--- src/rtl/bmm_pkg.sv ---
// Shared definitions for the block-matrix datapath: tile geometry defaults
// and the output-register state encoding used by the packer and matrix_fill.
package bmm_pkg;

  localparam int BMM_ELEM_W = 4;
  localparam int BMM_ROWS   = 2;
  localparam int BMM_COLS   = 4;

  typedef enum logic {
    EMPTY = 1'b0,
    FULL  = 1'b1
  } out_state_e;

endpackage

--- src/rtl/matrix_row_packer.sv ---
// Packs a row-major element stream into one tile word (element 0 in the MSB slot),
// with a single-entry output register that hands tiles to matrix_fill.
//
// state | meaning
// EMPTY | no tile word waiting for downstream
// FULL  | out_data holds a complete tile; out_valid high
module matrix_row_packer
  import bmm_pkg::*;
#(
  parameter int ELEM_W = BMM_ELEM_W,
  parameter int ROWS   = BMM_ROWS,
  parameter int COLS   = BMM_COLS
) (
  input  logic                        clk,
  input  logic                        rst,
  input  logic                        in_valid,
  input  logic [ELEM_W-1:0]           in_data,
  input  logic                        in_last,
  output logic                        in_ready,
  output logic                        out_valid,
  output logic [ROWS*COLS*ELEM_W-1:0] out_data,
  input  logic                        out_ready,
  output logic [15:0]                 tile_count
);

  localparam int N      = ROWS * COLS;
  localparam int WORD_W = N * ELEM_W;
  localparam int CNT_W  = (N > 1) ? $clog2(N) : 1;

  out_state_e        state;
  logic [CNT_W-1:0]  cnt;
  logic [WORD_W-1:0] asm_q;
  logic [WORD_W-1:0] word_next;
  logic              completes;
  logic              stalled;
  logic              accept;
  logic              handoff;

  assign completes = (cnt == CNT_W'(N - 1)) || in_last;
  assign stalled   = out_valid && !out_ready;
  // Only a completing element needs the output register, so only it can stall.
  assign in_ready  = !(completes && stalled);
  assign accept    = in_valid && in_ready;
  assign handoff   = out_valid && out_ready;
  assign out_valid = (state == FULL);

  // Unfilled slots are already zero in asm_q, so an early in_last needs no masking.
  always_comb begin
    word_next = asm_q;
    for (int k = 0; k < N; k++) begin
      if (cnt == CNT_W'(k)) begin
        word_next[WORD_W-1-k*ELEM_W -: ELEM_W] = in_data;
      end
    end
  end

  always_ff @(posedge clk) begin
    if (rst) begin
      state      <= EMPTY;
      cnt        <= '0;
      asm_q      <= '0;
      out_data   <= '0;
      tile_count <= '0;
    end else begin
      if (handoff) begin
        tile_count <= tile_count + 16'd1;
      end

      if (accept) begin
        if (completes) begin
          out_data <= word_next;
          cnt      <= '0;
          asm_q    <= '0;
        end else begin
          asm_q <= word_next;
          cnt   <= cnt + 1'b1;
        end
      end

      if (accept && completes) begin
        state <= FULL;
      end else if (handoff) begin
        state <= EMPTY;
      end
    end
  end

endmodule

--- config.mk ---
export PLATFORM = sky130hd
export DESIGN_NAME = matrix_row_packer
export DESIGN_NICKNAME = d
export VERILOG_FILES = /design/src/rtl/bmm_pkg.sv /design/src/rtl/matrix_row_packer.sv
export SDC_FILE = /design/constraint.sdc
export NUM_CORES = 1
export LEC_CHECK = 0
export ABC_AREA = 1
export BUFFER_PORTS_ARGS = -buffer_cell sky130_fd_sc_hd__buf_2
export CAP_MARGIN = 20
export CORE_MARGIN = 2
export CORE_UTILIZATION = 25
export CTS_CLUSTER_DIAMETER = 100
export CTS_CLUSTER_SIZE = 14
export DETAILED_ROUTE_END_ITERATION = 6
export MAX_ROUTING_LAYER = met4
export PLACE_DENSITY = 0.49
export SLEW_MARGIN = 20
export SYNTH_ARGS = -nofsm -noshare
export SYNTH_HDL_FRONTEND = slang
export SYNTH_SLANG_ARGS = --single-unit
--- constraint.sdc ---
create_clock -name clk -period 2.4 [get_ports clk]
set_input_delay 0 -clock clk [delete_from_list [all_inputs] [get_ports clk]]
set_output_delay 0 -clock clk [all_outputs]
set_load 0.01 [all_outputs]
==> results_dict.tcl <==
set metrics [dict create \
    status "completed" \
    skew_ns 0.00379 \
    layout_setup_ws_ns 0.247 \
    synth_top_area_share_pct 45.9 \
    slew_headroom_pct 62.0 \
    clk_latency_ns 0.34 \
    critPathKind "flip-flop to flip-flop" \
    final_cell_mix "119 x nand2_1, 84 x dfxtp_1, 69 x a21oi_1" \
    cp_slowest_cell "buf_4" \
    grt_overflow_total 0 \
    rsz0062_at_grt "false" \
    grt_pass1_wl_mm 14.7 \
    grt_antenna_before_repair 0 \
    syn_nets 521 \
    tns_ns 0 \
    leakagePower_nw 1.77 \
    detail-route-antenna-nets 0 \
    synthArstFlopShare_pct 0 \
    end_kind "flip-flop" \
    viasPerCell 4.38 \
    yosys_most_used_dff "dfxtp_1" \
    finalCriticalPeriod_ns 2.15 \
    die_height_um 125 \
    final_area_um2 4410 \
    first_global_vias 3094 \
    crit_buf_inv 1 \
    hp-start "in_data[0]" \
    yosysWarnings 0 \
    drive_gt1_share_pct 15.8 \
    rows 44 \
    grt_max_degree 70 \
    ys_seq_area_share_pct 45.9 \
    multiInputGateArea_um2 1590 \
    die_x_um 125 \
    fin_util_pct 30.6 \
    path_cells "ha_1 -> ha_1 -> or2_4 -> nand3_4 -> buf_4 -> o21ai_0 -> a21oi_1" \
    syn_to_final_growth_pct 20.5 \
    post-route-period-util_pct 89.7 \
    finalHoldViolations 0 \
    synthCells 505 \
    wl_per_cell_um 11.8 \
    fmax_mhz 465 \
    place_ws_ns 0.214 \
    reg2reg_slack_ns 0.25 \
    worstReg2RegStart "cnt[0]$_SDFFE_PP0P_" \
    setup_viol 0 \
    ff_latch_area_um2 1680 \
    cp_slowest_stage_delay_ns 0.47 \
    wl_mm 8.77 \
    yosys.cell_types.count 26 \
    fillers 1592 \
    fin_nets 573 \
    crit_path_start_kind "flip-flop" \
    power_mw 3.20 \
    max_cap_violations 0 \
    drc_errors 0 \
    synth_area_um2 3660 \
    synth_edf_count 0 \
    io_buffers 58 \
    num_io_pins 59 \
    synth-seq-cells 84 \
    hpwl_mm 5.95 \
    hold_path_class "input pin to flip-flop" \
    drt-pass1-iter-count 4 \
    p_per_area_nw_per_um2 725 \
    path_clk_slew_ns 0.06 \
    dieArea_um2 15600 \
    cts_buffers 9 \
    required_ns 2.66 \
    hold_end "out_data[0]$_SDFFE_PP0P_" \
    r2r-end "out_data[29]$_SDFFE_PP0P_" \
    crit_path_max_fanout 69 \
    critPathArrivalTime_ns 2.42 \
    dr_total_vias 3268 \
    drt-initial-drc-count 148 \
    cts_setup_buffers 0 \
    synth_area_leaders "dfxtp_1 46%, nand2_1 12%, a21oi_1 9.4%, o21ai_0 9.0%, inv_1 6.7%" \
    worst_pin_slew_ns 0.570 \
    cts_tree "yes" \
    root_buffer "clkbuf_16" \
    initial_core_util_pct 25.4 \
    crit_family "adder cells" \
    mostFrequentLayoutCell "nand2_1" \
    vdd_ir_drop_max_v 0.000303 \
    place.gp.congestion 0.893 \
    fp.coreArea_um2 14400 \
    n_antenna_cell 0 \
    cpMostUsedCell "ha_1" \
    yosys.area.top_type "dfxtp_1" \
    r2r.worst_path.cells 7 \
    hold_depth 5 \
    cts_resized 0 \
    htreeDepth 3 \
    grt_usage_pct 11.9 \
    dpl_cell_area_um2 4080 \
    cts_max_path_buffers 2 \
    slew_violations 0 \
    syn_area_per_cell_um2 7.25 \
    cts_sinks 84 \
]
## worst max-delay path by stage
| stage | start | end | slack (ns) | cells after the start |
|---|---|---|---|---|
| 2_1_floorplan | cnt[0]$_SDFFE_PP0P_ | asm_q[27]$_SDFFE_PP0P_ | 0.70 | 9 |
| 3_3_place_gp | cnt[0]$_SDFFE_PP0P_ | out_data[20]$_SDFFE_PP0P_ | 0.34 | 7 |
| 3_5_place_dp | cnt[0]$_SDFFE_PP0P_ | out_data[27]$_SDFFE_PP0P_ | 0.21 | 7 |
| 4_1_cts | cnt[0]$_SDFFE_PP0P_ | out_data[29]$_SDFFE_PP0P_ | 0.20 | 7 |
| 5_1_grt | cnt[0]$_SDFFE_PP0P_ | out_data[29]$_SDFFE_PP0P_ | 0.01 | 7 |
| 6_report | cnt[0]$_SDFFE_PP0P_ | out_data[29]$_SDFFE_PP0P_ | 0.25 | 7 |
## cells by family after synthesis
kind of cell,Yosys count,share of synthesized area [%]
AND/OR/NAND/NOR,181,20.5
AO/OA/AOI/OAI,141,19.8
buffers and inverters,89,10.8
flip-flops,84,45.9
adder cells (fa/ha/maj),7,2.39
XOR/XNOR,3,0.717
## where the power goes
group / switching, mW / internal (mW)
Clock: 0.561 / 0.946
Combinational: 0.157 / 0.0772
Sequential: 0.0231 / 1.44
## metrics by stage
stage,hold slack (ns),std cells
3_3_place_gp,0.284,729
4_1_cts,0.0618,746
3_5_place_dp,0.286,729
5_1_grt,0.0842,746
2_1_floorplan,0.108,505
6_report,0.0807,746
## synthesized netlist by cell type, types with 2 or more instances
| cell | n |
|---|---|
| inv_1 | 65 |
| a21oi_1 | 69 |
| buf_6 | 5 |
| o21ai_0 | 66 |
| nor2_1 | 34 |
| a21oi_2 | 4 |
| buf_4 | 4 |
| nand4_1 | 2 |
| nand3_1 | 14 |
| xor2_1 | 3 |
| buf_2 | 6 |
| nor3_1 | 5 |
| nand2_1 | 119 |
| ha_1 | 7 |
| clkbuf_1 | 7 |
| buf_1 | 2 |
| dfxtp_1 | 84 |
## per-layer routing
layer | GRT usage (%) | up-vias | wire length (um) | share of wire [%]
met4 | 3.99 | 0 | 119 | 1.4
met3 | 4.24 | 9 | 516 | 5.9
met5 | - | - | 0 | 0
met1 | 13.6 | 1465 | 4020 | 46
li1 | - | 1727 | - | -
met2 | 19.4 | 67 | 4110 | 47
## tightest hold or removal path, stage by stage
cell and delay, ns:
buf_2 0.10, nand2_1 0.04, o21ai_0 0.06, o21ai_0 0.08, a21oi_1 0.10
## cell type report
type,instances,area share (%)
Sequential cell,84,38.1
Multi-Input combinational cell,332,36.0
Timing Repair Buffer,65,7.82
Inverter,65,5.53
Clock buffer,11,5.50
Tap cell,184,5.22
Clock inverter,5,1.87
## state kept, by name, indices dropped and copies added (netlist names)
register    flops
asm_q          32
cnt             3
out_data       32
out_valid       1
tile_count     16
## repair_timing
action	CTS	global route
hold buffers	1	0
hold endpoints to repair	1	0
setup endpoints to repair	0	0
Note: power is estimated with default switching activity, not from simulation.
